===== config.mk =====
export PLATFORM = sky130hd
export DESIGN_NAME = add_chunk_seq
export DESIGN_NICKNAME = d
export VERILOG_FILES = /design/src/rtl/add_chunk_seq.sv
export SDC_FILE = /design/constraint.sdc
export NUM_CORES = 1
export LEC_CHECK = 0
export ABC_AREA = 1
export BUFFER_PORTS_ARGS = -buffer_cell sky130_fd_sc_hd__buf_2
export CORE_MARGIN = 8
export CORE_UTILIZATION = 50
export DETAILED_ROUTE_END_ITERATION = 6
export PLACE_DENSITY = 0.78
export SKIP_CTS_REPAIR_TIMING = 1
export SLEW_MARGIN = 30
export SYNTH_ARGS = -nofsm -noshare
export SYNTH_HDL_FRONTEND = slang
export SYNTH_SLANG_ARGS = --single-unit

===== constraint.sdc =====
create_clock -name clk -period 5.6 [get_ports clk]
set_input_delay 0.56 -clock clk [delete_from_list [all_inputs] [get_ports clk]]
set_output_delay 0.56 -clock clk [all_outputs]
set_load 0.005 [all_outputs]

===== src/rtl/add_chunk_seq.sv =====
// Chunked wide adder sequencer: drives one external WIDTH-bit full_adder LSB chunk first.
// Optional subtract mode is compiled in with `define ADD_SEQ_SUB_EN (adds the in_sub port).
`ifndef W_COE
`define W_COE 8
`endif

module add_chunk_seq #(
  parameter int WIDTH  = `W_COE,
  parameter int NCHUNK = 4
) (
  input  logic                      clk,
  input  logic                      rst,
  input  logic                      in_valid,
  output logic                      in_ready,
  input  logic [WIDTH*NCHUNK-1:0]   in_a,
  input  logic [WIDTH*NCHUNK-1:0]   in_b,
  input  logic                      in_cin,
`ifdef ADD_SEQ_SUB_EN
  input  logic                      in_sub,
`endif
  output logic                      out_valid,
  input  logic                      out_ready,
  output logic [WIDTH*NCHUNK-1:0]   out_sum,
  output logic                      out_cout,
  output logic                      busy,
  output logic [WIDTH-1:0]          fa_a,
  output logic [WIDTH-1:0]          fa_b,
  output logic                      fa_cin,
  input  logic [WIDTH-1:0]          fa_sum,
  input  logic                      fa_cout
);

  localparam int N  = WIDTH * NCHUNK;
  localparam int CW = $clog2(NCHUNK);
  localparam logic [CW-1:0] LAST = CW'(NCHUNK - 1);

  typedef enum logic [1:0] {
    IDLE = 2'd0,
    RUN  = 2'd1,
    DONE = 2'd2
  } state_t;

  state_t          state;
  logic [CW-1:0]   cnt;
  logic [N-1:0]    a_q;
  logic [N-1:0]    b_q;
  logic            cin_q;
  logic            carry_q;
  logic            sub_q;
  logic [WIDTH-1:0] b_chunk;

`ifdef ADD_SEQ_SUB_EN
  always_ff @(posedge clk) begin
    if (rst) begin
      sub_q <= 1'b0;
    end else if (state == IDLE && in_valid && in_ready) begin
      sub_q <= in_sub;
    end
  end
`else
  assign sub_q = 1'b0;
`endif

  // Adder slice inputs are a pure mux of registered state, parked at zero outside RUN.
  always_comb begin
    fa_a    = '0;
    fa_b    = '0;
    fa_cin  = 1'b0;
    b_chunk = '0;
    if (state == RUN) begin
      fa_a    = a_q[int'(cnt)*WIDTH +: WIDTH];
      b_chunk = b_q[int'(cnt)*WIDTH +: WIDTH];
      fa_b    = sub_q ? ~b_chunk : b_chunk;
      if (cnt == '0) begin
        fa_cin = sub_q ? 1'b1 : cin_q;
      end else begin
        fa_cin = carry_q;
      end
    end
  end

  always_ff @(posedge clk) begin
    if (rst) begin
      state     <= IDLE;
      cnt       <= '0;
      a_q       <= '0;
      b_q       <= '0;
      cin_q     <= 1'b0;
      carry_q   <= 1'b0;
      out_sum   <= '0;
      out_cout  <= 1'b0;
      out_valid <= 1'b0;
      in_ready  <= 1'b1;
      busy      <= 1'b0;
    end else begin
      case (state)
        IDLE: begin
          if (in_valid && in_ready) begin
            a_q      <= in_a;
            b_q      <= in_b;
            cin_q    <= in_cin;
            cnt      <= '0;
            state    <= RUN;
            in_ready <= 1'b0;
            busy     <= 1'b1;
          end
        end
        RUN: begin
          out_sum[int'(cnt)*WIDTH +: WIDTH] <= fa_sum;
          carry_q <= fa_cout;
          if (cnt == LAST) begin
            state     <= DONE;
            out_cout  <= fa_cout;
            out_valid <= 1'b1;
          end else begin
            cnt <= cnt + 1'b1;
          end
        end
        DONE: begin
          if (out_ready) begin
            state     <= IDLE;
            out_valid <= 1'b0;
            busy      <= 1'b0;
            in_ready  <= 1'b1;
          end
        end
        default: begin
          state     <= IDLE;
          out_valid <= 1'b0;
          busy      <= 1'b0;
          in_ready  <= 1'b1;
        end
      endcase
    end
  end

endmodule

# Word level (Yosys, flattened, before mapping)
# Index checks and enable logic that the tools add are counted.
[totals]
ff_bits = 106
out_inout_bits = 53
[classes]
add_sub_neg = 2
n_eq_ne = 7
shift = 4
mux = 20
bitwise_logic = 2
reduce_logical = 10
[op_table]
columns = ["cell", "count"]
rows = [
  ["indexed part select 32 x 6 -> 8 bit", 2],
  ["negator 5 -> 33 bit", 1],
  ["variable shift 8 x 33 -> 32 bit, first input constant", 1],
  ["indexed part select 8 x 33 -> 32 bit", 1],
  ["bitwise mux 32 bit", 1],
  ["2-to-1 mux 8 bit", 2],
  ["AND reduction 3 bit", 4],
  ["2-to-1 mux 2 bit", 5],
  ["case mux 1 bit (3 select lines)", 3],
  ["2-to-1 mux 1 bit", 7],
  ["!= test 2 bit, second input constant", 3],
  ["case mux 2 bit (3 select lines)", 1],
  ["== test 2 bit, second input constant", 2],
  ["zero test 2 bit", 2],
  ["case mux 2 bit (2 select lines)", 1],
  ["AND reduction 2 bit", 2],
  ["adder 2 x 1 -> 2 bit, second input constant", 1],
  ["== test 2 x 1 -> 1 bit, second input constant", 1],
  ["!= test 2 x 1 -> 1 bit, second input constant", 1],
  ["inverter 1 bit", 2],
  ["nonzero test 2 bit", 1],
  ["logical AND 1 bit", 1],
]

# Depth between registers and ports, before layout
[logic_depth]
ltp_word = 3
ltp_mapped = 11
mapped_depth_nobuf = 7

# Worst setup path after synthesis
# Ideal clock, no wire load.
[synth_path]
path_type = "reg-to-output"
from = "register cnt[1]"
to = "output port fa_cin"
arrival_ns = 1.699
slack_ns = 3.341
stages_incl_launch_ff = 10
path_buffers = 4
cell_sequence = "dfxtp_1 -> buf_4 -> clkinv_1 -> buf_2 -> ha_1 -> buf_2 -> inv_1 -> buf_4 -> nand2_1 -> a21oi_1"
[synth_via]
elab_chain_len = 3
[synth_lines]
columns = ["item", "line", "rtl"]
rows = [
  ["start, declared", "44", "logic [CW-1:0] cnt;"],
  ["start signal, assigned", "116", "cnt <= cnt + 1'b1;"],
  ["zero test 2 bit", "74", "if (cnt == '0) begin"],
  ["2-to-1 mux 1 bit", "74", ""],
  ["2-to-1 mux 1 bit", "70", "if (state == RUN) begin"],
  ["end, declared", "28", "output logic fa_cin,"],
]
# Every way passes these cells.

# Worst setup path in the final report
# Same ends and word-level chain as after synthesis.

==> run metrics <==
Commonest cells post-synth=207 x nor2_1, 113 x o21ai_0, 106 x dfxtp_1, 56 x a21oi_1, 53 x nand2_1; Yosys cell types=21; Layout Area Growth over Synthesis=18.1%; Core Box Area=approximately 8700 µm²; Yosys reg bits=between 100 and 150; Die Wd=roughly 110 µm; WP data required=between 5 and 6 ns; Achievable Freq=0.264 GHz; grt total ovfl=0; Pleak=roughly 0.0023 µW; cell with the most instances after synthesis=nor2_1; Post-Layout Cell Count=844; crit share post-route=67.5%; Power Internal=between 1000 and 1500 µW; H-tree depth=3; Slew Limit Fails=0; Synth Instances=631; final setup vio count=0; First DRT Iteration DRCs=230; clock root buffer=clkbuf_8; DR vias=approximately 4300; Die H=about 110 µm; synthesized area=4500 µm²; status=finished clean; Worst Setup End Kind=output port; initial antenna violation count=0; Top Family by Delay on Critical Path=buffers and inverters; Clock transition at path regs=about 0.09 ns; worst relative slew slack=approximately 44%; vias per cell=slightly above 5; PD cells=around 310 nW/µm²; yosys warns=0; CP arrival=approximately 3.2 ns; Slowest-stage cell, CP=dfxtp_1; DP Cell Count=roughly 830; Clock Skew=about 0.011 ns; fill cell count=between 800 and 900; layout cells sized above 1=around 22%; worst-skew pair later-pin latency=about 0.37 ns; cts bufs inserted=9; RSZ-0062 raised after global routing=false; CP max FO=21; DRT antenna net count=0; worst path bufs/invs=3; Final Hold Fails=0; routed wire length per instance=approximately 14 µm; crit path kind=reg -> out; fraction of power spent switching nets=around 29%; Synth Flop Type=dfxtp_1; largest net degree at the start of global routing=84; gp weighted congestion=about 0.86; DP Wirelength=between 8 and 9 mm; Total GRT Usage=between 10% and 20%; Logic pwr share=17.8%; Tot Pwr=~1700 µW; switching power total=475 µW; Async SR Flop Fraction=0%; Max IR drop VDD=0.000146 V; fin util=between 60 and 70%; clock tree buffer depth=2; slowest stage delay, CP=0.81 ns; CP Launch Type=register; Post-synth EDFFs=0; final wirelength=12.0 mm; Antenna Diode Count=0; row cnt=34; vias in the first global route=around 4300; worst slew pin tran=between 0.8 and 0.9 ns; sequential power share=around half; Hold Path Class=in -> reg; NumNets Final=~820; sequence of cells on the critical path=clkinv_1 > ha_1 > inv_1 > nand2_1 > a21oi_1 > buf_2; Clk pwr share=a little under a third; syn avg cell area=a little over 7 µm²; Seq/Total Area, Yosys=a little under half; post-route setup TNS=0 ns; Final min period=between 3 and 4 ns; number of port buffers=between 100 and 150; CTS tree=built; IO Count=between 100 and 150; Initial Utilization=51.5%; drt first pass iters=5; clk sinks=106; DR DRC count=0; Max Cap Viol=0; first-pass GRT wire length=19.7 mm; synth top area cells=dfxtp_1 47%, nor2_1 17%, o21ai_0 13%; Yosys top cell area share=47.2%; area leader, netlist=dfxtp_1; Post-Syn Nets=roughly 700; die area=roughly 12000 µm²
## placed cells by master (no fill, tap or decap), drive strengths merged, types with 3 or more instances in the layout
cell,netlist,layout
nand3,19,19
clkinv,1,3
a21oi,56,56
ha,6,6
nor2,213,213
inv,13,12
buf,23,132
nand2,57,57
dfxtp,106,106
clkbuf,19,11
o21ai,115,115
## path summary, 6_finish.rpt
check                                   to              startpoint  slack (ns)  depth (start not counted)
setup reg to reg  out_sum[29]$_SDFFE_PP0P_     cnt[1]$_SDFFE_PP0P_        2.63                          7
setup / recovery                    fa_cin     cnt[1]$_SDFFE_PP0P_        1.82                          6
hold / removal        b_q[30]$_SDFFE_PP0P_                in_b[30]        0.44                          3
hold reg to reg     out_valid$_SDFFE_PP0P_  out_valid$_SDFFE_PP0P_        0.45                          2
## cell type report
type	count	area, µm²	area share, %
tap	108	135	2.55
clock inverter	4	76.3	1.44
inverter	14	56.3	1.06
multi-input combinational	469	2110	39.8
sequential	106	2120	40.0
clock buffer	11	141	2.66
timing repair buffer	132	666	12.5
## metal layers
metal  up-vias  track usage (%)  share of wire [%]
li1       2247                -                  -
met1      1924             22.9                 45
met2       141             31.9                 48
met3        18             5.09                5.9
met4         0             5.32                1.6
met5         -                0                  0
## cell families after synthesis
kind of cell | Yosys count | share of synthesized area (%)
AOI/OAI and AO/OA | 171 | 19.0
adders and majority gates | 6 | 1.67
buffers and inverters | 56 | 5.84
DFF | 106 | 47.2
and+or+nand+nor | 292 | 26.2
## stage by stage
step / worst slack (ns) / cell area [µm²] / hold WS (ns)
finish: 1.82 / 5310 / 0.435
detailed placement: 2.22 / 5090 / 0.442
floorplan: 3.34 / 4500 / 0.442
global placement: 2.31 / 5090 / 0.438
CTS: 1.83 / 5310 / 0.429
global route: 1.49 / 5310 / 0.435
## power groups by stage
stage	sequential [µW]	combinational [µW]	clock, µW
after global routing	859	339	553
after detailed placement	868	296	0
after floorplan	859	217	0
after CTS	851	297	518
after global placement	865	289	0
final	851	296	515
## tightest hold or removal path, stage by stage
cell and delay [ns]:
buf_2 0.07, o21ai_0 0.07, nor2_1 0.07
## state kept, by name, indices dropped and copies added (netlist names), 2 cells and up
name and count:
a_q 32, b_q 32, out_sum 32, cnt 2, state 2
No activity file was read; power rests on OpenSTA's default activity.
